[config.mk]
export PLATFORM = sky130hd
export DESIGN_NAME = fb_dvi_timing
export DESIGN_NICKNAME = d
export VERILOG_FILES = /design/src/rtl/fb_dvi_timing.sv
export SDC_FILE = /design/constraint.sdc
export NUM_CORES = 1
export LEC_CHECK = 0
export CORE_MARGIN = 4
export CORE_UTILIZATION = 35
export DETAILED_ROUTE_END_ITERATION = 8
export GPL_ROUTABILITY_DRIVEN = 0
export PLACE_DENSITY = 0.59
export SLEW_MARGIN = 20
export SYNTH_ARGS = -nofsm -noshare
export SYNTH_HDL_FRONTEND = slang
export SYNTH_SLANG_ARGS = --single-unit
[constraint.sdc]
create_clock -name iCLK -period 5.6 [get_ports iCLK]
set_clock_uncertainty 0.1 [all_clocks]
set_input_delay 1.12 -clock iCLK [delete_from_list [all_inputs] [get_ports iCLK]]
set_output_delay 1.12 -clock iCLK [all_outputs]
set_load 0.01 [all_outputs]
[src/rtl/fb_dvi_timing.sv]
// DVI raster timing generator with an RGB555 pixel FIFO sink.
// Stream frames are locked to the raster so a start-flagged word always lands on pixel (0,0).
module fb_dvi_timing #(
  parameter int H_ACTIVE   = 640,
  parameter int H_FP       = 16,
  parameter int H_SYNC     = 96,
  parameter int H_BP       = 48,
  parameter int V_ACTIVE   = 480,
  parameter int V_FP       = 10,
  parameter int V_SYNC     = 2,
  parameter int V_BP       = 33,
  parameter bit HS_POL     = 1'b0,
  parameter bit VS_POL     = 1'b0,
  parameter int FIFO_DEPTH = 16
) (
  input  logic        iCLK,
  input  logic        iRESETn,
  input  logic [14:0] iFB_DATA,
  input  logic        iFB_DV,
  input  logic        iFB_START,
  output logic        oFB_READY,
  output logic [7:0]  oRED,
  output logic [7:0]  oGRN,
  output logic [7:0]  oBLU,
  output logic        oHS,
  output logic        oVS,
  output logic        oDE,
  output logic        oUNDERRUN,
  output logic        oOVERFLOW
);

  localparam int H_TOT = H_ACTIVE + H_FP + H_SYNC + H_BP;
  localparam int V_TOT = V_ACTIVE + V_FP + V_SYNC + V_BP;
  localparam int HW    = $clog2(H_TOT + 1);
  localparam int VW    = $clog2(V_TOT + 1);
  localparam int AW    = $clog2(FIFO_DEPTH);

  localparam logic [HW-1:0] H_LAST = HW'(H_TOT - 1);
  localparam logic [HW-1:0] H_ACT  = HW'(H_ACTIVE);
  localparam logic [HW-1:0] HS_BEG = HW'(H_ACTIVE + H_FP);
  localparam logic [HW-1:0] HS_END = HW'(H_ACTIVE + H_FP + H_SYNC);
  localparam logic [VW-1:0] V_LAST = VW'(V_TOT - 1);
  localparam logic [VW-1:0] V_ACT  = VW'(V_ACTIVE);
  localparam logic [VW-1:0] VS_BEG = VW'(V_ACTIVE + V_FP);
  localparam logic [VW-1:0] VS_END = VW'(V_ACTIVE + V_FP + V_SYNC);
  localparam logic [AW:0]   CNT_FULL  = (AW+1)'(FIFO_DEPTH);
  localparam logic [AW:0]   CNT_READY = (AW+1)'(FIFO_DEPTH - 3);

  typedef enum logic [1:0] {ST_SEEK, ST_WAIT, ST_RUN} state_t;

  state_t          r_state, w_state_next;
  logic [HW-1:0]   r_hcnt;
  logic [VW-1:0]   r_vcnt;
  logic [15:0]     r_mem [FIFO_DEPTH];
  logic [AW-1:0]   r_wptr, r_rptr;
  logic [AW:0]     r_count, w_count_next;
  logic            r_ready, r_de, r_hs, r_vs, r_underrun, r_overflow;
  logic [7:0]      r_red, r_grn, r_blu;

  logic            w_active, w_last, w_origin, w_hs_win, w_vs_win;
  logic            w_empty, w_full, w_push, w_pop, w_show, w_underrun;
  logic [15:0]     w_head;
  logic [23:0]     w_rgb;

  assign w_active = (r_hcnt < H_ACT) && (r_vcnt < V_ACT);
  assign w_last   = (r_hcnt == H_LAST) && (r_vcnt == V_LAST);
  assign w_origin = (r_hcnt == '0) && (r_vcnt == '0);
  assign w_hs_win = (r_hcnt >= HS_BEG) && (r_hcnt < HS_END);
  assign w_vs_win = (r_vcnt >= VS_BEG) && (r_vcnt < VS_END);

  assign w_empty  = (r_count == '0);
  assign w_full   = (r_count == CNT_FULL);
  assign w_push   = iFB_DV && !w_full;
  assign w_head   = r_mem[r_rptr];
  // Replicate the top bits so full-scale 5-bit maps to full-scale 8-bit.
  assign w_rgb    = {w_head[14:10], w_head[14:12], w_head[9:5], w_head[9:7],
                     w_head[4:0], w_head[4:2]};

  always_comb begin
    w_count_next = r_count;
    if (w_push && !w_pop)
      w_count_next = r_count + 1'b1;
    else if (!w_push && w_pop)
      w_count_next = r_count - 1'b1;
  end

  always_comb begin
    w_state_next = r_state;
    w_pop        = 1'b0;
    w_show       = 1'b0;
    w_underrun   = 1'b0;
    case (r_state)
      ST_SEEK: begin
        if (!w_empty) begin
          if (w_head[15]) w_state_next = ST_WAIT;
          else            w_pop        = 1'b1;
        end
      end
      ST_WAIT: begin
        if (w_last) w_state_next = ST_RUN;
      end
      ST_RUN: begin
        if (w_active) begin
          if (w_empty) begin
            w_underrun   = 1'b1;
            w_state_next = ST_SEEK;
          end else if (w_head[15] && !w_origin) begin
            w_state_next = ST_WAIT;
          end else if (!w_head[15] && w_origin) begin
            w_state_next = ST_SEEK;
          end else begin
            w_pop  = 1'b1;
            w_show = 1'b1;
          end
        end
      end
      default: w_state_next = ST_SEEK;
    endcase
  end

  always_ff @(posedge iCLK) begin
    if (iRESETn && w_push)
      r_mem[r_wptr] <= {iFB_START, iFB_DATA};
  end

  always_ff @(posedge iCLK) begin
    if (!iRESETn) begin
      r_state    <= ST_SEEK;
      r_hcnt     <= '0;
      r_vcnt     <= '0;
      r_wptr     <= '0;
      r_rptr     <= '0;
      r_count    <= '0;
      r_ready    <= 1'b0;
      r_de       <= 1'b0;
      r_hs       <= !HS_POL;
      r_vs       <= !VS_POL;
      r_red      <= 8'h00;
      r_grn      <= 8'h00;
      r_blu      <= 8'h00;
      r_underrun <= 1'b0;
      r_overflow <= 1'b0;
    end else begin
      r_state <= w_state_next;
      if (r_hcnt == H_LAST) begin
        r_hcnt <= '0;
        r_vcnt <= (r_vcnt == V_LAST) ? '0 : r_vcnt + 1'b1;
      end else begin
        r_hcnt <= r_hcnt + 1'b1;
      end
      if (w_push) r_wptr <= r_wptr + 1'b1;
      if (w_pop)  r_rptr <= r_rptr + 1'b1;
      r_count    <= w_count_next;
      r_ready    <= (w_count_next <= CNT_READY);
      r_de       <= w_active;
      r_hs       <= w_hs_win ? HS_POL : !HS_POL;
      r_vs       <= w_vs_win ? VS_POL : !VS_POL;
      r_red      <= w_show ? w_rgb[23:16] : 8'h00;
      r_grn      <= w_show ? w_rgb[15:8]  : 8'h00;
      r_blu      <= w_show ? w_rgb[7:0]   : 8'h00;
      r_underrun <= w_underrun;
      r_overflow <= iFB_DV && w_full;
    end
  end

  assign oFB_READY = r_ready;
  assign oRED      = r_red;
  assign oGRN      = r_grn;
  assign oBLU      = r_blu;
  assign oHS       = r_hs;
  assign oVS       = r_vs;
  assign oDE       = r_de;
  assign oUNDERRUN = r_underrun;
  assign oOVERFLOW = r_overflow;

endmodule

==> metrics, run 1 <==
# setup viols final 0; GRT Overall Usage 13.1%; wire per inst 20.9 um; adder-cell area share of the yosys netlist 1.51%; Syn-to-layout area delta 17.2%; synthesized instance count 660; PortBufs 48; Cell Chain, Critical Path mux4_1 > mux2_4 > nor2_1 > a21oi_1 > inv_1 > ha_1 > nand3_1 > a21oi_2 > mux2i_1 > xor2_1 > a311oi_2; Post-CTS Setup Bufs 0; fin crit period 3.70 ns; Root Buffer Master clkbuf_16; initial core utilization 35.5%; Nets 750; combinational power share 14.3%; share of cells above drive strength 1 21.7%; crit start category flip-flop; Num CTS Buffers 34; most frequent cells in the layout 256 x edfxtp_1, 78 x mux4_2, 57 x dfxtp_1; initial antenna violation count 1; asr flop ratio synth 0%; leakage 4.50 nW; TritonCTS clock tree done; # Max-Cap Violations 0; Worst-Margin Slew 1.09 ns; utilization after layout 41.6%; number of routed nets with antenna violations 0; DR vias/cell 4.98; Hold Fails Final Rpt 0; Mapped Area 12300 sq um; Core Region 34500 sq um; RSZ-0062 raised after global routing no; syn_area_per_cell 18.6 sq um; hold buffers post-CTS 0; critical path's top delay family multiplexers; # IOs 49; fin crit share 66.0%; post-synthesis sequential area ratio 72.5%; Max IR drop VDD 0.228 mV; non-filler instance count after layout 1197; crit-path max cell delay 0.78 ns; #FFs+latches synth 316; post-synth cell types 45; GRT overflow 0; status completed; Worst-Skew Late Latency 0.50 ns; switching power total 1.38 mW; initial drt markers 437; row count 68; Crit. End Element flip-flop; min-delay worst type flip-flop to flip-flop; wire length on met2 11100 um; worst path required time 5.87 ns; Synth Flop Type edfxtp_1; slew margin rel. 27.4%; Switching Share 23.9%; hold_ws 0.366 ns; mux cell area share after synthesis 15.1%; Reg clk slew, reported paths 0.06 ns; clock network fraction of design power 38.3%; sequential power share 47.4%; die width 195 um; H-tree Lvls 2; pin count of the biggest net entering global routing 35; placed instance count 1136; Pwr Total 5.76 mW; Mapped Nets 693; Synth Warn # 0; most common cell after layout, fill and taps aside edfxtp_1; EDFF count, synth 256; top layer used by detailed routing met4; xor and xnor area share after synthesis 1.86%; slowest CP cell dfxtp_4; crit path kind flip-flop to flip-flop; Buf/Inv on CP 1; Die Y 195 um; Remaining DRCs 0; cell internal pwr 4.38 mW; Area contributors post-synth edfxtp_1 63%, mux4_2 14%, dfxtp_1 9.8%, nor2_1 1.5%, ha_1 1.4%; Post-DP HPWL 15800 um; setup TNS 0 ns; vias in the first global route 6037; filler instances 3083; fmax 270 MHz; Resize count post-CTS 0; WL met1 12500 um; Worst EP arrival 3.97 ns; largest family of logic cells by synthesized area multiplexers; Compound-Gate Fraction of Synth Area 0.877%; DR pass1 iterations 4; Diodes inserted 0; crit path max fanout 34; first-pass GRT wire length 38400 um; max-slew violations 0; leading area contributor after synthesis edfxtp_1; DR WL met3 1080 um; Vias 5962; post-synth top area share 62.7%; total die area 38100 sq um; clk buf depth 3; simple-gate share of the synthesized area 6.22%; pwr/cell area 400 nW/um^2; Post-Route WL 25000 um; clk sink count 316
## final cells by class
| cell class | instances | area (sq um) | share of cell area (%) |
|---|---|---|---|
| Sequential cell | 316 | 8890 | 61.9 |
| Inverter | 15 | 56.3 | 0.392 |
| Tap cell | 455 | 569 | 3.96 |
| Clock inverter | 17 | 184 | 1.28 |
| Timing Repair Buffer | 56 | 541 | 3.76 |
| Multi-Input combinational cell | 294 | 3200 | 22.3 |
| Clock buffer | 44 | 930 | 6.47 |
## stage by stage
stage,worst slack [ns],instance area (sq um)
floorplan,2.20,12300
global placement,1.60,13300
detailed placement,1.51,13300
CTS,1.83,14400
global route,1.60,14400
finish,1.90,14400
## logic make-up (layout without fill, tap and decap cells)
kind of cell,after synthesis,after routing
AO/OA/AOI/OAI,17,17
XOR/XNOR,26,26
adder cells (fa/ha/maj),15,15
buffers and inverters,50,132
flip-flops,316,316
multiplexers,86,86
AND/OR/NAND/NOR,150,150
## path summary, 6_finish.rpt
| kind | end | slack, ns | cells after the start | start |
|---|---|---|---|---|
| worst min register to register | r_hcnt[0] | 0.37 | 1 | r_hcnt[0] |
| worst max register to register | oFB_READY | 1.90 | 11 | flip-flop |
| worst max-delay path | oFB_READY | 1.90 | 11 | flip-flop |
| worst min-delay path | r_hcnt[0] | 0.37 | 1 | r_hcnt[0] |
## flip-flops by register name, indices dropped and copies added, names as in the netlist, named ones only
| signal | flops |
|---|---|
| oBLU | 5 |
| oDE | 1 |
| oFB_READY | 1 |
| oGRN | 5 |
| oHS | 1 |
| oOVERFLOW | 1 |
| oRED | 5 |
| oUNDERRUN | 1 |
| oVS | 1 |
| r_count | 5 |
| r_hcnt | 10 |
| r_mem | 256 |
| r_rptr | 4 |
| r_state | 2 |
| r_vcnt | 10 |
| r_wptr | 4 |
## routing by layer
| layer | GRT usage (%) | up-vias |
|---|---|---|
| met4 | 2.92 | 0 |
| met2 | 19.1 | 124 |
| met3 | 2.19 | 31 |
| met5 | 0 | - |
| met1 | 20.7 | 3110 |
| li1 | - | 2697 |
## synthesized netlist by cell type (2+ instances only)
cell,n
xor2_1,15
a21oi_1,9
nand4_1,10
o21ai_0,3
nor2_1,50
nor4_1,3
clkbuf_1,18
buf_6,2
or3_1,4
edfxtp_1,256
nor3_1,7
ha_1,14
mux4_2,78
xnor2_1,11
inv_1,14
and3_1,2
nand2_1,23
nand3_1,14
buf_4,9
and2_1,6
dfxtp_1,60
buf_1,6
nor2b_1,15
or4_1,2
mux2i_1,6
nand4b_1,2
nand2b_1,3
## power by group through the flow
stage	registers (mW)	clock network, mW	logic [mW]
CTS	2.74	2.26	0.833
finish	2.73	2.21	0.824
global route	2.75	2.37	0.889
detailed placement	2.79	0	0.831
floorplan	2.69	0	0.697
global placement	2.78	0	0.830
## worst register-to-register path, cell delays in order (launching register included)
cell and delay, ns:
dfxtp_4 0.78, mux4_1 0.69, mux2_4 0.30, nor2_1 0.09, a21oi_1 0.07, inv_1 0.11
ha_1 0.15, nand3_1 0.09, a21oi_2 0.57, mux2i_1 0.30, xor2_1 0.22, a311oi_2 0.12
(Power assumes the default switching activity.)
==> inputs of run 2 (changes only) <==
==> constraint.sdc (replaced) <==
create_clock -name iCLK -period 3.9 [get_ports iCLK]
set_clock_uncertainty 0.1 [all_clocks]
set_input_delay 0.78 -clock iCLK [delete_from_list [all_inputs] [get_ports iCLK]]
set_output_delay 0.78 -clock iCLK [all_outputs]
set_load 0.01 [all_outputs]
==> metrics, run 2 (synthesis results as in run 1) <==
status completed; wire per inst 21.1 um (+0.84%); Post-Route WL 25600 um (+2.2%); Core Region 34500 sq um (unchanged); worst path required time 4.25 ns (-1.62 ns); RSZ-0062 raised after global routing no; first-pass GRT wire length 39400 um (+2.5%); slew margin rel. 35.2% (+7.8 points); vias in the first global route 6243 (+3.4%); crit start category flip-flop; GRT Overall Usage 13.4% (+0.29 points); total die area 38100 sq um (unchanged); crit path max fanout 21 (-38%); Nets 769 (+2.5%); H-tree Lvls 1 (-1); max FFs per register 256 (unchanged); GRT overflow 0 (unchanged); switching power total 1.89 mW (+37%); setup slack, reg-to-reg 0.41 ns (-1.49 ns); Worst-Margin Slew 0.971 ns (-0.117 ns); most frequent cells in the layout 256 x edfxtp_1, 78 x mux4_2, 57 x dfxtp_1; Die Y 195 um (unchanged); Reg clk slew, reported paths 0.06 ns (about the same); Post-DP HPWL 16100 um (+1.6%); Vias 6077 (+1.9%); initial antenna violation count 0 (-1); # setup viols final 0 (unchanged); initial drt markers 490 (+12%); DR vias/cell 5.01 (+0.58%); Resize count post-CTS 0 (unchanged); clk sink count 316 (unchanged); most flop-heavy register r_mem; Crit. End Element flip-flop; Max IR drop VDD 0.429 mV (+88%); Root Buffer Master clkbuf_16; cell internal pwr 5.94 mW (+36%); combinational power share 15.9% (+1.6 points); Worst EP arrival 3.84 ns (-0.13 ns); row count 68 (unchanged); most common cell after layout, fill and taps aside edfxtp_1; min-delay worst type flip-flop to flip-flop; pin count of the biggest net entering global routing 38 (+8.6%); Post-CTS Setup Bufs 0 (unchanged); pwr/cell area 546 nW/um^2 (+36%); fin crit share 89.4% (+23 points); crit path kind flip-flop to flip-flop; # Max-Cap Violations 0 (unchanged); fmax 287 MHz (+6.0%); Diodes inserted 0 (unchanged); number of routed nets with antenna violations 0 (unchanged); TritonCTS clock tree done; clock network fraction of design power 34.8% (-3.5 points); DR pass1 iterations 7 (+3); setup TNS 0 ns (unchanged); Worst-Skew Late Latency 0.56 ns (+0.06 ns); die width 195 um (unchanged); hold buffers post-CTS 0 (unchanged); leakage 4.53 nW (+0.60%); Syn-to-layout area delta 16.9%; # IOs 49 (unchanged); Switching Share 24.1% (+0.23 points); initial core utilization 35.5% (unchanged); PortBufs 48 (unchanged); share of cells above drive strength 1 23.1% (+1.4 points); hold_ws 0.369 ns (+0.00350 ns); sequential power share 49.2% (+1.8 points); Regs by FF count r_mem: 256 flops, r_hcnt: 10 flops, r_vcnt: 10 flops; max-slew violations 0 (unchanged); Num CTS Buffers 31 (-8.8%); fin crit period 3.49 ns (-0.211 ns); Hold Fails Final Rpt 0 (unchanged); clk buf depth 3 (unchanged); Remaining DRCs 0 (unchanged)
-- run 2: final cells by class --
class | count | area (sq um)
clock inverters | 15 | 104
inverters | 15 | 56.3
repair buffers | 78 | 706
well taps | 455 | 569
multi-input cells | 294 | 3190
flip-flops and latches | 316 | 8890
fillers | 3096 | 20200
clock buffers | 40 | 820
-- run 2: worst paths after layout --
path | startpoint | endpoint | depth (start not counted)
max | flip-flop | oFB_READY | 11
min | r_hcnt[0] | r_hcnt[0] | 1
max reg2reg | flip-flop | oFB_READY | 11
min reg2reg | r_hcnt[0] | r_hcnt[0] | 1
-- run 2: per-stage QoR --
stage / total power [mW] / util, % / setup slack, ns / area, sq um / std cells
floorplan: 4.86 / - / 0.842 / 12300 / 660
global placement: 5.21 / 38.8 / 0.409 / 13400 / 1158
detailed placement: 5.21 / 38.8 / 0.361 / 13400 / 1158
CTS: 7.94 / 41.5 / 0.369 / 14300 / 1213
global route: 8.19 / 41.5 / 0.103 / 14300 / 1213
finish: 7.84 / 41.5 / 0.413 / 14300 / 1213
-- run 2: per-layer routing --
layer  share of wire, %  global-route usage [%]
met1                 46                    19.5
met2                 48                    21.6
met3                5.1                    2.07
met4                1.5                    2.79
met5                  0                       0
-- run 2: critical path: stages (launching register included) --
cell and delay, ns:
dfxtp_4 0.62, mux4_1 0.60, mux2_4 0.30, nor2_1 0.09, a21oi_1 0.07, inv_1 0.10, ha_1 0.15, nand3_1 0.09
a21oi_2 0.59, maj3_1 0.30, o22ai_1 0.10, a311oi_2 0.27
-- run 2: power groups by stage --
| stage | registers (mW) | logic [mW] | clock network, mW |
|---|---|---|---|
| 2_1_floorplan | 3.86 | 1.00 | 0 |
| 6_report | 3.86 | 1.25 | 2.73 |
| 3_5_place_dp | 3.94 | 1.28 | 0 |
| 5_1_grt | 3.88 | 1.36 | 2.95 |
| 4_1_cts | 3.86 | 1.28 | 2.80 |
| 3_3_place_gp | 3.94 | 1.27 | 0 |
